`src/rtl/wave_gen_pkg.sv`:
```
// Shared types and constants for the command-driven waveform generator.
// Optional argument timeout is enabled with WAVE_GEN_TIMEOUT_EN.
package wave_gen_pkg;

   typedef enum logic [1:0] {
      WAVE_SAW_UP   = 2'd0,
      WAVE_TRI      = 2'd1,
      WAVE_SQUARE   = 2'd2,
      WAVE_SAW_DOWN = 2'd3
   } wave_t;

   typedef enum logic [1:0] {
      ST_IDLE,
      ST_WAVE_ARG,
      ST_STEP_HI,
      ST_STEP_LO
   } parse_t;

   localparam logic [1:0] CTRL_RUN   = 2'b01;
   localparam logic [1:0] CTRL_PAUSE = 2'b10;
   localparam logic [1:0] CTRL_STOP  = 2'b00;

   localparam logic [7:0] CMD_RUN   = 8'h73;
   localparam logic [7:0] CMD_PAUSE = 8'h70;
   localparam logic [7:0] CMD_STOP  = 8'h78;
   localparam logic [7:0] CMD_WAVE  = 8'h77;
   localparam logic [7:0] CMD_FREQ  = 8'h66;

   // ASCII '0'..'3' share this upper 6-bit prefix
   localparam logic [5:0] DIGIT_0_3 = 6'b001100;

endpackage

```
`src/rtl/wave_gen_ctrl_if.sv`:
```
// UART-command and DAC-side signal bundle for wave_gen_ctrl.
// Master drives Rx bytes and sample requests; slave is the generator.
interface wave_gen_ctrl_if #(
   parameter int DATA_W  = 10,
   parameter int PHASE_W = 16
);
   logic [7:0]         ipRxData;
   logic               ipRxValid;
   logic               ipSampleReq;
   logic [DATA_W-1:0]  opSample;
   logic [1:0]         opControl;
   logic [1:0]         opWave;
   logic [PHASE_W-1:0] opStep;
   logic               opCmdError;

   modport master (
      output ipRxData, ipRxValid, ipSampleReq,
      input  opSample, opControl, opWave, opStep, opCmdError
   );

   modport slave (
      input  ipRxData, ipRxValid, ipSampleReq,
      output opSample, opControl, opWave, opStep, opCmdError
   );
endinterface

```
`src/rtl/wave_shaper.sv`:
```
// Combinational phase-to-sample mapping for the four waveforms.
// Only the top DATA_W+1 phase bits matter, so only those are ported in.
module wave_shaper
   import wave_gen_pkg::*;
#(
   parameter int DATA_W  = 10,
   parameter int PHASE_W = 16
) (
   input  logic [PHASE_W-1:PHASE_W-1-DATA_W] phase,
   input  wave_t                             wave,
   output logic [DATA_W-1:0]                 sample
);
   logic              msb;
   logic [DATA_W-1:0] saw;
   logic [DATA_W-1:0] tval;
   logic [DATA_W-1:0] tri_v;

   assign msb   = phase[PHASE_W-1];
   assign saw   = phase[PHASE_W-1 -: DATA_W];
   assign tval  = phase[PHASE_W-2 -: DATA_W];
   assign tri_v = msb ? ~tval : tval;

   always_comb begin
      sample = saw;
      unique case (wave)
         WAVE_SAW_UP:   sample = saw;
         WAVE_TRI:      sample = tri_v;
         WAVE_SQUARE:   sample = msb ? '1 : '0;
         WAVE_SAW_DOWN: sample = ~saw;
      endcase
   end
endmodule

```
`src/rtl/wave_gen_ctrl.sv`:
```
// Byte-command parser, phase accumulator and registered DAC sample stage.
// Define WAVE_GEN_TIMEOUT_EN to abort stalled argument bytes.
module wave_gen_ctrl
   import wave_gen_pkg::*;
#(
   parameter int DATA_W         = 10,
   parameter int PHASE_W        = 16,
   parameter int STEP_DEFAULT   = 64,
   parameter int TIMEOUT_CYCLES = 1_000_000
) (
   input logic ipClk,
   input logic ipReset,
   wave_gen_ctrl_if.slave bus
);
   parse_t             state;
   logic [7:0]         step_hi;
   logic [15:0]        step_word;
   logic [PHASE_W-1:0] phase;
   logic [PHASE_W-1:0] step;
   logic [1:0]         ctrl;
   wave_t              wave;
   logic               err;
   logic [DATA_W-1:0]  sample;
   logic [DATA_W-1:0]  shaped;
   logic [7:0]         rx;

`ifdef WAVE_GEN_TIMEOUT_EN
   localparam int CNT_W = $clog2(TIMEOUT_CYCLES + 1);
   logic [CNT_W-1:0] cnt;
`endif

   assign rx        = bus.ipRxData;
   assign step_word = {step_hi, rx};

   wave_shaper #(
      .DATA_W  (DATA_W),
      .PHASE_W (PHASE_W)
   ) u_shaper (
      .phase  (phase[PHASE_W-1 -: DATA_W+1]),
      .wave   (wave),
      .sample (shaped)
   );

   always_ff @(posedge ipClk) begin
      if (ipReset) begin
         state   <= ST_IDLE;
         step_hi <= '0;
         phase   <= '0;
         step    <= PHASE_W'(STEP_DEFAULT);
         ctrl    <= CTRL_STOP;
         wave    <= WAVE_SAW_UP;
         err     <= 1'b0;
         sample  <= '0;
`ifdef WAVE_GEN_TIMEOUT_EN
         cnt     <= '0;
`endif
      end else begin
         err    <= 1'b0;
         sample <= shaped;
         // Uses the pre-command control and step; a stop below overrides
         if (bus.ipSampleReq && ctrl == CTRL_RUN)
            phase <= phase + step;
         if (bus.ipRxValid) begin
`ifdef WAVE_GEN_TIMEOUT_EN
            cnt <= '0;
`endif
            unique case (state)
               ST_IDLE: begin
                  unique case (1'b1)
                     rx == CMD_RUN:   ctrl <= CTRL_RUN;
                     rx == CMD_PAUSE: ctrl <= CTRL_PAUSE;
                     rx == CMD_STOP: begin
                        ctrl  <= CTRL_STOP;
                        phase <= '0;
                     end
                     rx == CMD_WAVE:  state <= ST_WAVE_ARG;
                     rx == CMD_FREQ:  state <= ST_STEP_HI;
                     default:         err <= 1'b1;
                  endcase
               end
               ST_WAVE_ARG: begin
                  if (rx[7:2] == DIGIT_0_3)
                     wave <= wave_t'(rx[1:0]);
                  else
                     err <= 1'b1;
                  state <= ST_IDLE;
               end
               ST_STEP_HI: begin
                  step_hi <= rx;
                  state   <= ST_STEP_LO;
               end
               ST_STEP_LO: begin
                  step  <= step_word[PHASE_W-1:0];
                  state <= ST_IDLE;
               end
            endcase
         end
`ifdef WAVE_GEN_TIMEOUT_EN
         else if (state != ST_IDLE) begin
            if (cnt == CNT_W'(TIMEOUT_CYCLES - 1)) begin
               cnt   <= '0;
               state <= ST_IDLE;
               err   <= 1'b1;
            end else begin
               cnt <= cnt + 1'b1;
            end
         end else begin
            cnt <= '0;
         end
`endif
      end
   end

   assign bus.opSample   = sample;
   assign bus.opControl  = ctrl;
   assign bus.opWave     = wave;
   assign bus.opStep     = step;
   assign bus.opCmdError = err;
endmodule

```
`src/flat_wrapper.sv`:
```
// flat-port wrapper written by rule: the top's interface ports become plain ports
module wave_gen_ctrl_flat import wave_gen_pkg::*;
#(
   parameter int DATA_W         = 10,
   parameter int PHASE_W        = 16,
   parameter int STEP_DEFAULT   = 64,
   parameter int TIMEOUT_CYCLES = 1_000_000
)
  (ipClk, ipReset, bus_ipRxData, bus_ipRxValid, bus_ipSampleReq, bus_opSample, bus_opControl, bus_opWave, bus_opStep, bus_opCmdError);
  wave_gen_ctrl_if #(.DATA_W(DATA_W), .PHASE_W(PHASE_W)) bus_i ();
  input logic ipClk;
  input logic ipReset;
  input wire logic [$bits(bus_i.ipRxData)-1:0] bus_ipRxData;
  input wire logic [$bits(bus_i.ipRxValid)-1:0] bus_ipRxValid;
  input wire logic [$bits(bus_i.ipSampleReq)-1:0] bus_ipSampleReq;
  output wire logic [$bits(bus_i.opSample)-1:0] bus_opSample;
  output wire logic [$bits(bus_i.opControl)-1:0] bus_opControl;
  output wire logic [$bits(bus_i.opWave)-1:0] bus_opWave;
  output wire logic [$bits(bus_i.opStep)-1:0] bus_opStep;
  output wire logic [$bits(bus_i.opCmdError)-1:0] bus_opCmdError;
  assign bus_i.ipRxData = bus_ipRxData;
  assign bus_i.ipRxValid = bus_ipRxValid;
  assign bus_i.ipSampleReq = bus_ipSampleReq;
  assign bus_opSample = bus_i.opSample;
  assign bus_opControl = bus_i.opControl;
  assign bus_opWave = bus_i.opWave;
  assign bus_opStep = bus_i.opStep;
  assign bus_opCmdError = bus_i.opCmdError;
  wave_gen_ctrl #(.DATA_W(DATA_W), .PHASE_W(PHASE_W), .STEP_DEFAULT(STEP_DEFAULT), .TIMEOUT_CYCLES(TIMEOUT_CYCLES)) u_core (.ipClk(ipClk), .ipReset(ipReset), .bus(bus_i));
endmodule
```
`config.mk`:
```
export PLATFORM = sky130hd
export DESIGN_NAME = wave_gen_ctrl_flat
export DESIGN_NICKNAME = d
export VERILOG_FILES = /design/src/rtl/wave_gen_pkg.sv /design/src/rtl/wave_gen_ctrl_if.sv /design/src/rtl/wave_shaper.sv /design/src/rtl/wave_gen_ctrl.sv /design/src/flat_wrapper.sv
export SDC_FILE = /design/constraint.sdc
export NUM_CORES = 1
export LEC_CHECK = 0
export BUFFER_PORTS_ARGS = -buffer_cell sky130_fd_sc_hd__buf_2
export CAP_MARGIN = 40
export CORE_MARGIN = 2
export CORE_UTILIZATION = 40
export DETAILED_ROUTE_END_ITERATION = 12
export PLACE_DENSITY_LB_ADDON = 0.15
export SYNTH_ARGS = -nofsm -noshare
export SYNTH_HDL_FRONTEND = slang
export SYNTH_SLANG_ARGS = --single-unit
```
`constraint.sdc`:
```
create_clock -name ipClk -period 3.8 [get_ports ipClk]
set_clock_uncertainty 0.15 [all_clocks]
set_input_delay 0.76 -clock ipClk [delete_from_list [all_inputs] [get_ports ipClk]]
set_output_delay 0.76 -clock ipClk [all_outputs]
set_load 0.01 [all_outputs]
```
==> flow_summary.json, run 1 <==
{
  "slowest_delay_ns": 0.45,
  "synth_flop_cell": "dfxtp_1",
  "io_pins": 43,
  "critPathSlowestCell": "fa_1",
  "crit_chain": "ha_1 > fa_1 > a211oi_2 > o21ai_1 > a21oi_2 > a21oi_1 > or3_1 > a31oi_1",
  "vias": 2851,
  "antenna_left": 0,
  "path_clk_slew_ns": 0.07,
  "layout_common_cells": "65 x nand2_1, 57 x dfxtp_1, 44 x a21oi_1",
  "worstSetupEndpointType": "flop",
  "antenna_found_initial": 0,
  "post-route-min-period_ns": 2.47,
  "ctsHtreeMaxLevel": 3,
  "grt-ovfl-total": 0,
  "clockRootBuffer": "clkbuf_8",
  "grt_pass1_wl_mm": 13.2,
  "dieArea_mm2": 0.00866,
  "path_max_fanout": 3,
  "worst_pin_slew_ns": 0.782,
  "first_pass_iters": 4,
  "syn_avg_cell_area_um2": 7.85,
  "syn_area_mm2": 0.00317,
  "postPlaceCellArea_mm2": 0.00342,
  "ys_types": 50,
  "dp_hpwl_mm": 5.69,
  "antennaDiodeCount": 0,
  "layout_commonest_cell": "nand2_1",
  "clkSinkCount": 57,
  "drive_gt1_frac": 0.154,
  "cts-hold-fix-buffers": 0,
  "worstSetupPathType": "reg -> reg",
  "core_area_mm2": 0.00769,
  "max_cap_viol_count": 0,
  "wl_per_cell_um": 14.4,
  "crit_arrival_ns": 2.59,
  "finalInstanceArea_mm2": 0.00365,
  "cts_setup_buffers": 0,
  "wl_mm": 7.83,
  "numCtsBuffers": 9,
  "cts_tree": "done",
  "drv_slew": 0,
  "rows": 32,
  "critPathTopFamily": "compound AO/OA/AOI/OAI gates",
  "min_period_over_period": 0.650,
  "ir_worst_vdd_mv": 0.250,
  "seq_area_frac_synth": 0.360,
  "fmax_mhz": 405,
  "max_slew_margin": 0.478,
  "drc": 0,
  "drt_first_iter_violations": 154,
  "hold_path_class": "reg -> reg",
  "area_growth_pct": 15.1,
  "start_util": 0.413,
  "p_leak_nw": 1.47,
  "clock_latency_ns": 0.34,
  "io_buffers": 42,
  "finalSetupViolCount": 0,
  "grt_pass1_vias": 2606,
  "yosysWarnings": 0,
  "syn-num-nets": 432,
  "setup_tns_ns": 0,
  "worstPathRequired_ns": 3.92,
  "synthCells": 404,
  "hold_violations": 0,
  "rsz0062_at_grt": "no",
  "postCtsResizedCells": 0,
  "track_usage": 0.196,
  "ys_seq_elements": 57,
  "crit_path_start_kind": "flop",
  "grt_max_degree": 32,
  "synth_edf_count": 0,
  "run_status": "complete, no violations",
  "clk_path_buf_depth": 2,
  "fp.dieW_um": 93.0,
  "power_density_mw_per_mm2": 360,
  "avgViaCountPerCell": 5.25,
  "routabilityCongestion": 0.789,
  "path_buf_inv": 0,
  "fin_nets": 464,
  "async_reset_ff_frac": 0,
  "fp.dieH_um": 93.0
}
==> worst min-delay path, cell delays in order, from the launching register on <==
cell,delay [ns]
dfxtp_1,0.31
nand2_1,0.05
a21oi_1,0.05
==> state kept, by name, summed over array words and instances (netlist names) <==
name                   count
u_core.bus.opStep         16
u_core.phase              16
u_core.bus.opSample       10
u_core.step_hi             8
u_core.bus.opControl       2
u_core.bus.opWave          2
u_core.state               2
u_core.bus.opCmdError      1
==> synthesized netlist by cell type, types with 2 or more instances <==
master | number | area share
xnor2_1 | 5 | 0.014
nand2_1 | 65 | 0.077
a211oi_1 | 17 | 0.040
o211ai_1 | 2 | 0.0047
nor2b_1 | 2 | 0.0039
o21a_1 | 2 | 0.0047
mux2i_1 | 14 | 0.044
o21bai_1 | 2 | 0.0047
nand3_1 | 7 | 0.011
nor4_1 | 3 | 0.0059
a21oi_1 | 44 | 0.069
o21ai_0 | 30 | 0.047
clkbuf_1 | 16 | 0.019
o31ai_1 | 3 | 0.0071
xor2_1 | 10 | 0.028
dfxtp_1 | 57 | 0.36
buf_2 | 3 | 0.0047
nor2_1 | 42 | 0.050
ha_1 | 15 | 0.059
or3_1 | 2 | 0.0039
and3_1 | 3 | 0.0059
nand4_1 | 4 | 0.0079
a21o_1 | 2 | 0.0047
inv_1 | 15 | 0.018
nor3_1 | 11 | 0.017
a31oi_1 | 3 | 0.0059
nand3b_1 | 2 | 0.0047
==> final cells by class <==
cell class              count  area (um2)
clock buffers              10         138
inverters                  15        56.3
well taps                 102         128
fillers                   808        4040
flip-flops and latches     57        1140
multi-input cells         309        1870
repair buffers             44         225
clock inverters             6        91.3
==> where the power goes <==
| group | switching [W] | internal, W | total [W] |
|---|---|---|---|
| registers | 0.00000751 | 0.000600 | 0.000608 |
| logic | 0.0000347 | 0.0000213 | 0.0000560 |
| clock network | 0.000262 | 0.000388 | 0.000650 |
==> metal layers <==
layer / wire length [um] / track usage / up-vias
li1: - / - / 1483
met3: 336 / 0.0475 / 9
met2: 3630 / 0.314 / 70
met5: 0 / 0 / -
met1: 3760 / 0.255 / 1289
met4: 102 / 0.0760 / 0
==> metrics by stage <==
step                       util  setup WS (ns)  power [W]  std cells  hold WS [ns]
after floorplan               -           1.50   0.000657        404         0.282
after global placement    0.445           1.33   0.000677        527         0.288
after detailed placement  0.445           1.29   0.000678        527         0.299
after CTS                 0.475           1.34    0.00133        543         0.309
after global routing      0.475           1.16    0.00136        543         0.332
final                     0.475           1.33    0.00131        543         0.303
==> logic make-up (layout without fill, tap and decap cells) <==
kind of cell               count (synthesis)  after routing  synth area share
AOI/OAI and AO/OA                        116            116             0.224
xor gates and xnor gates                  15             15            0.0414
and+or+nand+nor                          148            148             0.215
adders and majority gates                 16             16            0.0655
DFF                                       57             57             0.360
buffers and inverters                     38             75            0.0501
muxes                                     14             14            0.0442
==> worst paths after layout <==
check                       startpoint                    end  slack [ns]  cells after the start
setup / recovery  u_core.bus.opStep[0]       u_core.phase[14]        1.33                      8
hold / removal       u_core.step_hi[4]  u_core.bus.opStep[12]        0.30                      2
setup reg to reg  u_core.bus.opStep[0]       u_core.phase[14]        1.33                      8
hold reg to reg      u_core.step_hi[4]  u_core.bus.opStep[12]        0.30                      2
(Power assumes the default switching activity.)
==> run 2: changes to the inputs <==
Clock period 3.8 ns to 2.1 ns, I/O delays scaled along.
==> flow_summary.json, run 2 (synthesis results as in run 1) <==
{
  "hold_slack_ns": 0.176,
  "run_status": "complete, but fails checks",
  "fin_nets": 505,
  "cp_common_cell": "a21oi_2",
  "clkSinkCount": 57,
  "start_util": 0.413,
  "crit_arrival_ns": 2.28,
  "post-route-min-period_ns": 2.15,
  "drive_gt1_frac": 0.260,
  "power_density_mw_per_mm2": 529,
  "fp.dieW_um": 93.0,
  "path_buf_inv": 0,
  "worstPathRequired_ns": 2.22,
  "clk_path_buf_depth": 2,
  "max_cap_viol_count": 0,
  "ir_worst_vdd_mv": 0.301,
  "drt_first_iter_violations": 116,
  "hold_path_class": "in -> reg",
  "critPathTopFamily": "compound AO/OA/AOI/OAI gates",
  "fmax_mhz": 464,
  "fp.dieH_um": 93.0,
  "violations": "setup timing",
  "area_growth_pct": 25.5,
  "clockRootBuffer": "clkbuf_8",
  "path_clk_slew_ns": 0.07,
  "hold_violations": 0,
  "min_period_over_period": 1.03,
  "io_pins": 43,
  "wl_per_cell_um": 13.9,
  "antennaDiodeCount": 0,
  "ctsHtreeMaxLevel": 3,
  "drc": 0,
  "top_layer_used": "met4",
  "slowest_delay_ns": 0.37,
  "route.met2.wl_mm": 3.80,
  "vias": 3037,
  "first_pass_iters": 4,
  "worst_slack_ns": -0.0533,
  "avgViaCountPerCell": 5.21,
  "grt_pass1_vias": 2777,
  "antenna_found_initial": 0,
  "crit_chain": "ha_4 > fa_2 > a211oi_4 > o21ai_2 > a21oi_2 > a21oi_2 > or3_1 > a31oi_1",
  "stdcell_count": 583,
  "worstSetupEndpointType": "flop",
  "grt_max_degree": 42,
  "core_area_mm2": 0.00769,
  "dp.cells": 567,
  "worstSetupPathType": "reg -> reg",
  "layout_common_cells": "65 x nand2_1, 54 x dfxtp_1, 43 x buf_4",
  "drv_slew": 0,
  "worst_pin_slew_ns": 0.525,
  "finalSetupViolCount": 1,
  "r2r_slack_ns": -0.05,
  "rows": 32,
  "track_usage": 0.202,
  "grt-ovfl-total": 0,
  "p_leak_nw": 1.68,
  "wl_met1_mm": 3.87,
  "dp_hpwl_mm": 6.08,
  "grt_pass1_wl_mm": 13.7,
  "fillerInstances": 772,
  "max_slew_margin": 0.650,
  "path_max_fanout": 3,
  "routabilityCongestion": 0.861,
  "antenna_left": 0,
  "crit_path_start_kind": "flop",
  "dr_wl_met3_um": 309,
  "rsz0062_at_grt": "yes",
  "cts_tree": "done",
  "io_buffers": 42,
  "clock_latency_ns": 0.34,
  "wl_mm": 8.09,
  "dieArea_mm2": 0.00866,
  "layout_commonest_cell": "nand2_1",
  "critPathSlowestCell": "fa_2",
  "numCtsBuffers": 9
}
run 2: final timing paths:
path                                            from                    end  depth (start not counted)
worst min register to register     u_core.step_hi[6]  u_core.bus.opStep[14]                          2
worst min-delay path                   bus_ipRxValid        u_core.state[1]                          2
worst max-delay path            u_core.bus.opStep[0]       u_core.phase[14]                          8
worst max register to register  u_core.bus.opStep[0]       u_core.phase[14]                          8
run 2: metal layers:
metal  track usage  vias up
met4        0.0662        0
met3        0.0395       11
met2         0.335       56
met1         0.263     1411
li1              -     1559
met5             0        -
run 2: repair_timing:
item	CTS	global route
gates resized for setup	5	14
pin swaps	5	10
buffers inserted	1	0
hold buffers	0	0
cloned	0	0
setup endpoints to repair	6	11
run 2: per-stage QoR:
stage / worst slack, ns / TNS, ns / area, um2 / total power [W] / util
5_1_grt: -0.165 / -0.350 / 3980 / 0.00220 / 0.518
2_1_floorplan: -0.0863 / -0.0863 / 3190 / 0.00119 / -
3_3_place_gp: -0.139 / -0.268 / 3740 / 0.00124 / 0.487
6_report: -0.0533 / -0.0533 / 3980 / 0.00211 / 0.518
4_1_cts: -0.0397 / -0.0397 / 3930 / 0.00213 / 0.512
3_5_place_dp: -0.167 / -0.433 / 3740 / 0.00124 / 0.487
run 2: final cells by class:
class / instances / area [um2] / share of cell area
Inverter: 15 / 56.3 / 0.0141
Tap cell: 102 / 128 / 0.0321
Sequential cell: 57 / 1150 / 0.288
Timing Repair Buffer: 85 / 533 / 0.134
Clock inverter: 4 / 20.0 / 0.00503
Multi-Input combinational cell: 309 / 1950 / 0.491
Clock buffer: 11 / 141 / 0.0355
run 2: where the power goes:
part / total [W] / internal [W] / switching (W)
logic: 0.000123 / 0.0000490 / 0.0000744
registers: 0.00109 / 0.00109 / 0.00000423
clock network: 0.000894 / 0.000445 / 0.000448
total: 0.00211 / 0.00158 / 0.000527
==> run 3: changes to the inputs <==
Settings changed: CORE_UTILIZATION 40 to 45.
==> flow_summary.json, run 3 (synthesis results as in run 1) <==
{
  "run_status": "complete, but fails checks",
  "violations": "setup timing",
  "r2r_start": "u_core.bus.opStep[0]",
  "grt-ovfl-total": 0,
  "io_buffers": 42,
  "worst_pin_slew_ns": 0.536,
  "worstSetupPathType": "reg -> reg",
  "fp.dieH_um": 88.0,
  "fmax_mhz": 462,
  "clock_latency_ns": 0.34,
  "avgViaCountPerCell": 5.22,
  "grt_max_degree": 42,
  "p_leak_nw": 1.68,
  "finalSetupViolCount": 3,
  "grt_pass1_wl_mm": 13.0,
  "drt_first_iter_violations": 98,
  "path_max_fanout": 3,
  "min_period_over_period": 1.03,
  "path_clk_slew_ns": 0.06,
  "rsz0062_at_grt": "yes",
  "post-route-min-period_ns": 2.16,
  "cts_tree": "done",
  "stdcell_count": 576,
  "start_util": 0.467,
  "clk_path_buf_depth": 2,
  "clkSinkCount": 57,
  "hold_violations": 0,
  "layout_commonest_cell": "nand2_1",
  "fin_nets": 504,
  "crit_arrival_ns": 2.27,
  "rows": 30,
  "wl_per_cell_um": 13.8,
  "layout_common_cells": "65 x nand2_1, 53 x dfxtp_1, 42 x nor2_1, 42 x buf_2, 42 x buf_4",
  "reg2reg_depth": 8,
  "antenna_found_initial": 0,
  "endpoint": "u_core.phase[14]",
  "worstSetupEndpointType": "flop",
  "crit_start": "u_core.bus.opStep[0]",
  "r2r_slack_ns": -0.06,
  "worstPathRequired_ns": 2.21,
  "p_total_w": 0.00224,
  "drv_slew": 0,
  "preCtsSetupSlack_ns": -0.137,
  "antennaDiodeCount": 0,
  "hold_path_class": "in -> reg",
  "max_slew_margin": 0.643,
  "grt_pass1_vias": 2775,
  "power_density_mw_per_mm2": 557,
  "min_from": "bus_ipRxValid",
  "clockRootBuffer": "clkbuf_8",
  "track_usage": 0.219,
  "drive_gt1_frac": 0.267,
  "dieArea_mm2": 0.00774,
  "drc": 0,
  "crit_path_start_kind": "flop",
  "vias": 3005,
  "worst_slack_ns": -0.0642,
  "area_growth_pct": 27.1,
  "routabilityCongestion": 0.874,
  "ctsHtreeMaxLevel": 3,
  "dp.cells": 560,
  "wl_mm": 7.92,
  "core_area_mm2": 0.00679,
  "dp_hpwl_mm": 5.82,
  "hold_slack_ns": 0.197,
  "max_cap_viol_count": 0,
  "rr_endpoint": "u_core.phase[14]",
  "fp.dieW_um": 88.0,
  "finish.utilization": 0.593,
  "ir_worst_vdd_mv": 0.446,
  "first_pass_iters": 4,
  "numCtsBuffers": 9,
  "antenna_left": 0,
  "io_pins": 43
}
[run 3: cell types whose count changed in the layout (fill, tap and decap cells not counted), sizes merged]
cell / previous run / this run
buf: 85 / 84
bufinv: 0 / 1
clkbuf: 11 / 12
clkinv: 4 / 2
[run 3: layout make-up]
type                       count  area, um2
fill                         624       2760
tap                           96        120
sequential                    57       1150
multi-input combinational    309       1990
clock inverter                 3       40.0
clock buffer                  12        155
inverter                      15       56.3
timing repair buffer          84        526
[run 3: worst min path at each step]
stage,end,slack (ns),cells past startpoint
global placement,u_core.bus.opStep[15],0.29,2
global route,u_core.state[1],0.19,2
finish,u_core.state[1],0.20,2
CTS,u_core.state[1],0.18,2
detailed placement,u_core.bus.opStep[12],0.30,2
floorplan,u_core.bus.opStep[10],0.28,2
[run 3: metrics by stage]
stage	area, um2	TNS, ns
final	4030	-0.0965
after CTS	3940	-0.0627
after floorplan	3190	-0.0863
after global routing	4030	-0.524
after global placement	3730	-0.272
after detailed placement	3730	-0.324
[run 3: layer usage]
layer | up-vias | track usage | part of all wire
met4 | 0 | 0.0797 | 0.016
met1 | 1361 | 0.284 | 0.45
met2 | 68 | 0.354 | 0.47
met3 | 14 | 0.0556 | 0.055
li1 | 1562 | - | -
met5 | - | 0 | 0
[run 3: critical path, stage by stage, from the launching register on]
cell	delay [ns]
dfxtp_4	0.35
ha_4	0.15
fa_2	0.36
a211oi_4	0.25
o21ai_1	0.12
a21oi_2	0.20
a21oi_2	0.08
or3_1	0.31
a31oi_1	0.12
[run 3: report_power, final]
part	switching [W]	leakage [nW]	internal (W)	total (W)
combinational	0.0000732	1.11	0.0000514	0.000125
clock	0.000426	0.102	0.000602	0.00103
sequential	0.00000574	0.462	0.00109	0.00109
[run 3: what timing repair did]
action	4_1_cts	5_1_grt
hold buffers	0	0
resized for setup	3	21
setup buffers	0	1
pin swaps	7	8
cloned	0	0
setup endpoints to repair	5	10
